**src/rtl/mac_result_collector.sv**
```systemverilog
// mac_result_collector: counts operand pairs issued into the fp16 MAC, waits
// out the MAC pipeline latency after each burst, captures and classifies the
// final accumulator value, and hands it downstream through a small FIFO.
module mac_result_collector #(
  parameter int BURST_LEN   = 8,
  parameter int MAC_LATENCY = 2,
  parameter int FIFO_DEPTH  = 2
) (
  input  logic        clk,
  input  logic        reset,
  input  logic        op_valid,
  input  logic [15:0] acc_in,
  output logic        acc_clear,
  output logic [15:0] res_data,
  output logic [2:0]  res_flags,
  output logic        res_valid,
  input  logic        res_ready,
  output logic        busy,
  output logic        overflow,
  output logic        proto_err
);

  localparam int DATA_W = 16;
  localparam int ENT_W  = DATA_W + 3;
  localparam int CNT_W  = $clog2(BURST_LEN + 1);
  localparam int DRN_W  = $clog2(MAC_LATENCY + 1);
  localparam int PTR_W  = $clog2(FIFO_DEPTH);
  localparam int OCC_W  = PTR_W + 1;

  localparam logic [CNT_W-1:0] CNT_ONE    = CNT_W'(1);
  localparam logic [CNT_W-1:0] BURST_LAST = CNT_W'(BURST_LEN);
  localparam logic [DRN_W-1:0] DRAIN_LOAD = DRN_W'(MAC_LATENCY - 1);
  localparam logic [OCC_W-1:0] OCC_ONE    = OCC_W'(1);
  localparam logic [OCC_W-1:0] OCC_FULL   = OCC_W'(FIFO_DEPTH);

  typedef enum logic [1:0] {IDLE, COUNT, DRAIN} state_e;

  // fp16 classification as {nan, inf, zero}; the three cases are disjoint.
  function automatic logic [2:0] classify(input logic [DATA_W-1:0] v);
    logic exp_max;
    logic mant_nz;
    exp_max = &v[14:10];
    mant_nz = |v[9:0];
    return {exp_max & mant_nz, exp_max & ~mant_nz, ~|v[14:0]};
  endfunction

  state_e           state_q, state_d;
  logic [CNT_W-1:0] op_cnt_q, op_cnt_d;
  logic [DRN_W-1:0] drn_cnt_q, drn_cnt_d;
  logic             capture;
  logic             proto_err_q, proto_err_d;

  logic [ENT_W-1:0] mem [FIFO_DEPTH];
  logic [PTR_W-1:0] wr_ptr_q, wr_ptr_d;
  logic [PTR_W-1:0] rd_ptr_q, rd_ptr_d;
  logic [PTR_W-1:0] rd_next;
  logic [OCC_W-1:0] occ_q, occ_d;
  logic [ENT_W-1:0] head_q, head_d;
  logic             overflow_q, overflow_d;
  logic [ENT_W-1:0] entry;
  logic             pop, push_ok, drop;

  // Burst sequencing: count ops, then wait out the MAC latency and capture.
  always_comb begin
    state_d   = state_q;
    op_cnt_d  = op_cnt_q;
    drn_cnt_d = drn_cnt_q;
    capture   = 1'b0;
    unique case (state_q)
      IDLE: begin
        if (op_valid) begin
          op_cnt_d  = CNT_ONE;
          drn_cnt_d = DRAIN_LOAD;
          state_d   = (BURST_LEN == 1) ? DRAIN : COUNT;
        end
      end
      COUNT: begin
        if (op_valid) begin
          op_cnt_d = op_cnt_q + 1'b1;
          if ((op_cnt_q + 1'b1) == BURST_LAST) begin
            drn_cnt_d = DRAIN_LOAD;
            state_d   = DRAIN;
          end
        end
      end
      DRAIN: begin
        if (drn_cnt_q == '0) begin
          capture  = 1'b1;
          op_cnt_d = '0;
          state_d  = IDLE;
        end else begin
          drn_cnt_d = drn_cnt_q - 1'b1;
        end
      end
      default: state_d = IDLE;
    endcase
  end

  // Any op arriving while draining (capture cycle included) is a protocol error.
  always_comb begin
    proto_err_d = proto_err_q | ((state_q == DRAIN) & op_valid);
  end

  // FIFO bookkeeping; a pop frees a slot before the same-cycle push is judged.
  always_comb begin
    entry      = {acc_in, classify(acc_in)};
    pop        = res_valid & res_ready;
    push_ok    = capture & ((occ_q != OCC_FULL) | pop);
    drop       = capture & (occ_q == OCC_FULL) & ~pop;
    overflow_d = overflow_q | drop;
    rd_next    = rd_ptr_q + 1'b1;
    wr_ptr_d   = push_ok ? wr_ptr_q + 1'b1 : wr_ptr_q;
    rd_ptr_d   = pop ? rd_next : rd_ptr_q;
    unique case ({push_ok, pop})
      2'b10:   occ_d = occ_q + 1'b1;
      2'b01:   occ_d = occ_q - 1'b1;
      default: occ_d = occ_q;
    endcase
    head_d = head_q;
    if (pop && (occ_q > OCC_ONE)) begin
      head_d = mem[rd_next];
    end else if (push_ok && ((occ_q == '0) || (pop && (occ_q == OCC_ONE)))) begin
      head_d = entry;
    end
  end

  // Control and output registers.
  always_ff @(posedge clk or negedge reset) begin
    if (!reset) begin
      state_q     <= IDLE;
      op_cnt_q    <= '0;
      drn_cnt_q   <= '0;
      proto_err_q <= 1'b0;
      wr_ptr_q    <= '0;
      rd_ptr_q    <= '0;
      occ_q       <= '0;
      head_q      <= '0;
      overflow_q  <= 1'b0;
    end else begin
      state_q     <= state_d;
      op_cnt_q    <= op_cnt_d;
      drn_cnt_q   <= drn_cnt_d;
      proto_err_q <= proto_err_d;
      wr_ptr_q    <= wr_ptr_d;
      rd_ptr_q    <= rd_ptr_d;
      occ_q       <= occ_d;
      head_q      <= head_d;
      overflow_q  <= overflow_d;
    end
  end

  // FIFO storage; contents are only meaningful under the occupancy count.
  always_ff @(posedge clk) begin
    if (push_ok) begin
      mem[wr_ptr_q] <= entry;
    end
  end

  assign acc_clear = capture;
  assign busy      = (state_q != IDLE);
  assign res_valid = (occ_q != '0);
  assign res_data  = head_q[ENT_W-1:3];
  assign res_flags = head_q[2:0];
  assign overflow  = overflow_q;
  assign proto_err = proto_err_q;

endmodule

```
**config.mk**
```make
export PLATFORM = sky130hd
export DESIGN_NAME = mac_result_collector
export DESIGN_NICKNAME = d
export VERILOG_FILES = /design/src/rtl/mac_result_collector.sv
export SDC_FILE = /design/constraint.sdc
export NUM_CORES = 1
export LEC_CHECK = 0
export ABC_AREA = 1
export ABC_CLOCK_PERIOD_IN_PS = 3100
export CAP_MARGIN = 30
export CORE_MARGIN = 2
export CORE_UTILIZATION = 30
export DETAILED_ROUTE_END_ITERATION = 10
export MAX_ROUTING_LAYER = met4
export PLACE_DENSITY = 0.52
export SYNTH_ARGS = -nofsm -noshare
export SYNTH_HDL_FRONTEND = slang
export SYNTH_SLANG_ARGS = --single-unit
```
**constraint.sdc**
```tcl
create_clock -name clk -period 3.1 [get_ports clk]
set_clock_uncertainty 0.15 [all_clocks]
set_input_delay 0.465 -clock clk [delete_from_list [all_inputs] [get_ports clk]]
set_output_delay 0.465 -clock clk [all_outputs]
set_load 0.1 [all_outputs]
```
==> insert_results.sql <==
INSERT INTO impl_metrics (metric_group, metric, value, unit) VALUES
('synthesis', 'avg_cell_area_syn', '10.2', 'sq um'),
('worst_hold_path', 'class_of_the_tightest_hold_or_removal_check', 'flip-flop to flip-flop', ''),
('sta', 'final_sum_of_negative_setup_slack', '0', 'ns'),
('setup_path', 'worst_r2r_startpoint', 'state_q[0]$_DFFE_PN0P_', ''),
('synthesis', 'synth.lib_cells_used.distinct', '31', ''),
('route', 'avgViaCountPerCell', '4.40', ''),
('sta', 'final_period_minus_worst_setup_slack', '2.29', 'ns'),
('route', 'drcViolationCount', '0', ''),
('setup_path', 'delay_contributed_by_the_slowest_stage_of_the_critical_path', '0.42', 'ns'),
('setup_path', 'worst-path-max-fanout', '7', ''),
('setup_path', 'worst-setup-path-type', 'flip-flop to primary output', ''),
('sta', 'finalSetupViolCount', '0', ''),
('setup_path', 'critPathCapture', 'acc_clear', ''),
('route', 'route.antenna.remaining_nets', '0', ''),
('sta', 'timing.final.max_slew_violations', '0', ''),
('synthesis', 'synthesis.area', '3260', 'sq um'),
('setup_path', 'cp_cell_sequence', 'inv_1 > ha_1 > nand2_2 > clkinv_2 > buf_4', ''),
('route', 'vias', '2264', ''),
('grt', 'grt_pass1_vias', '2299', ''),
('synthesis', 'yosysMostFrequentCell', 'sky130_fd_sc_hd__nand2_1', ''),
('cells_and_area', 'number_of_antenna_diodes', '0', ''),
('sta', 'hold_viol_final', '0', ''),
('grt', 'globalRouteOverflowTotal', '0', ''),
('place', 'dp_hpwl', '4390', 'um'),
('floorplanning', 'chipHeight', '108', 'um'),
('setup_path', 'timing.reg2reg.setup_slack', '1.13', 'ns'),
('place', 'place_congestion', '0.747', ''),
('setup_path', 'r2r.worst_path.cells', '7', ''),
('synthesis', 'postSynthCellCount', '320', ''),
('cells_and_area', 'final_layout_size_suffix_gt1_frac', '0.189', ''),
('clock_network', 'clock_tree.root_cell', 'sky130_fd_sc_hd__clkbuf_8', ''),
('grt', 'grt_first_pass_wirelength', '11200', 'um'),
('setup_path', 'r2r_end', 'mem[1][16]$_DFFE_PP_', ''),
('clock_network', 'max-clock-path-buffers', '2', ''),
('synthesis', 'ys_ff_latch', '71', ''),
('clock_network', 'cts_tree', 'yes', ''),
('clock_network', 'cts.sink_count', '71', ''),
('grt', 'antenna_found_initial', '0', ''),
('floorplanning', 'die-area', '11700', 'sq um'),
('route', 'detail_route.iter0.violations', '93', ''),
('floorplanning', 'row_count', '38', ''),
('setup_path', 'worstSetupStartpointType', 'flip-flop', ''),
('setup_path', 'end_kind', 'primary output', ''),
('clock_network', 'postCtsSetupRepairBufs', '0', ''),
('floorplanning', 'pin_count', '44', ''),
('floorplanning', 'dieWidth', '108', 'um'),
('sta', 'grt_setup_unrepaired', 'false', ''),
('synthesis', 'sequential_to_total_area_share_from_yosys_stat', '0.604', ''),
('grt', 'grt.total_usage', '0.130', ''),
('clock_network', 'htreeDepth', '3', ''),
('synthesis', 'postSynth.asyncResetShare', '0.465', ''),
('sta', 'fin_crit_sh', '0.740', ''),
('synthesis', 'yosys.area.top_type_share', '0.350', ''),
('cells_and_area', 'syn2layout_area_growth', '21.7', '%'),
('place', 'io_buffer_count', '43', ''),
('clock_network', 'cts.clk_slew.worst_paths', '0.08', 'ns'),
('clock_network', 'insertion_delay', '0.34', 'ns'),
('cells_and_area', 'post_layout_nonfiller_instances', '515', ''),
('clock_network', 'cts_repair_resize_count', '0', ''),
('status', 'run_status', 'completed', ''),
('synthesis', 'synth_common_cells', '85 x sky130_fd_sc_hd__nand2_1, 38 x sky130_fd_sc_hd__edfxtp_1, 33 x sky130_fd_sc_hd__dfrtp_1', ''),
('floorplanning', 'initial_utilization', '0.304', ''),
('grt', 'grt_max_degree', '34', ''),
('clock_network', 'hold_buffers', '0', ''),
('synthesis', 'synthTopCellsByArea', 'sky130_fd_sc_hd__edfxtp_1 35%, sky130_fd_sc_hd__dfrtp_1 25%, sky130_fd_sc_hd__nand2_1 9.8%', ''),
('floorplanning', 'design.core.area', '10700', 'sq um'),
('synthesis', 'number_of_synthesized_flops_with_an_enable_pin', '38', ''),
('setup_path', 'crit_path_top_delay_cell', 'sky130_fd_sc_hd__dfrtp_1', ''),
('setup_path', 'critical_path_required', '2.48', 'ns'),
('sta', 'timing_worst_slew_pin_value', '0.617', 'ns'),
('flow_run', 'max-cap-violations', '0', '');
[worst min-delay path by stage]
| stage | cells past startpoint | endpoint | startpoint |
|---|---|---|---|
| finish | 1 | proto_err$_DFF_PN0_ | proto_err$_DFF_PN0_ |
| global route | 1 | proto_err$_DFF_PN0_ | proto_err$_DFF_PN0_ |
| CTS | 1 | proto_err$_DFF_PN0_ | proto_err$_DFF_PN0_ |
| detailed placement | 1 | proto_err$_DFF_PN0_ | proto_err$_DFF_PN0_ |
| global placement | 1 | proto_err$_DFF_PN0_ | proto_err$_DFF_PN0_ |
| floorplan | 0 | drn_cnt_q[0]$_DFFE_PN0P_ | reset |
[area by class of cell]
class | count | area (sq um)
fill | 1095 | 6740
sequential | 71 | 1970
multi-input combinational | 212 | 1110
timing repair buffer | 47 | 400
tap | 140 | 175
clock buffer | 11 | 131
inverter | 29 | 118
clock inverter | 5 | 58.8
[layer usage]
layer	global-route usage	part of all wire
met3	0.0344	0.044
met2	0.216	0.48
met4	0.0412	0.010
met1	0.154	0.46
met5	-	0
[sequential cells by signal (all words and copies together), names as in the netlist]
| register | count |
|---|---|
| drn_cnt_q | 2 |
| overflow | 1 |
| mem | 38 |
| occ_q | 2 |
| proto_err | 1 |
| wr_ptr_q | 1 |
| head_q | 19 |
| state_q | 2 |
| op_cnt_q | 4 |
| rd_ptr_q | 1 |
[critical path: cells and delay by family (launching register included)]
family | cells | cell delay (ns)
buffers and inverters | 3 | 0.56
flip-flops | 1 | 0.42
adder cells (fa/ha/maj) | 1 | 0.26
AND/OR/NAND/NOR | 1 | 0.11
[cells by family after synthesis]
| family | share of synthesized area |
|---|---|
| DFF | 0.604 |
| buffers and inverters | 0.0542 |
| adders and majority gates | 0.0384 |
| xor gates and xnor gates | 0.00807 |
| and+or+nand+nor | 0.231 |
| AOI/OAI and AO/OA | 0.0646 |
[per-stage QoR]
| step | setup WS (ns) | hold WS, ns | instance area (sq um) | utilization |
|---|---|---|---|---|
| after floorplan | 0.346 | 0.0194 | 3260 | - |
| after global placement | 0.959 | 0.295 | 3770 | 0.353 |
| after detailed placement | 0.951 | 0.296 | 3770 | 0.353 |
| after CTS | 0.735 | 0.324 | 3960 | 0.370 |
| after global routing | 0.706 | 0.360 | 3960 | 0.370 |
| final | 0.805 | 0.314 | 3960 | 0.370 |
[placed cells by master (no fill, tap or decap), types with 3 or more instances in the layout]
| cell type | instances |
|---|---|
| sky130_fd_sc_hd__o21ai_0 | 15 |
| sky130_fd_sc_hd__nor2_1 | 27 |
| sky130_fd_sc_hd__xor2_1 | 3 |
| sky130_fd_sc_hd__buf_4 | 28 |
| sky130_fd_sc_hd__ha_1 | 10 |
| sky130_fd_sc_hd__nand2_2 | 3 |
| sky130_fd_sc_hd__inv_2 | 3 |
| sky130_fd_sc_hd__o211ai_1 | 10 |
| sky130_fd_sc_hd__nand2_1 | 85 |
| sky130_fd_sc_hd__nand3_1 | 25 |
| sky130_fd_sc_hd__clkbuf_8 | 9 |
| sky130_fd_sc_hd__nand2_4 | 4 |
| sky130_fd_sc_hd__dfrtp_1 | 33 |
| sky130_fd_sc_hd__clkdlybuf4s50_1 | 19 |
| sky130_fd_sc_hd__edfxtp_1 | 38 |
| sky130_fd_sc_hd__a21oi_1 | 9 |
| sky130_fd_sc_hd__or2_2 | 12 |
| sky130_fd_sc_hd__inv_1 | 23 |
Power is left out: the tool's default activity adds up to more than one toggle a clock period on the data nets, which glitch-free logic cannot reach.
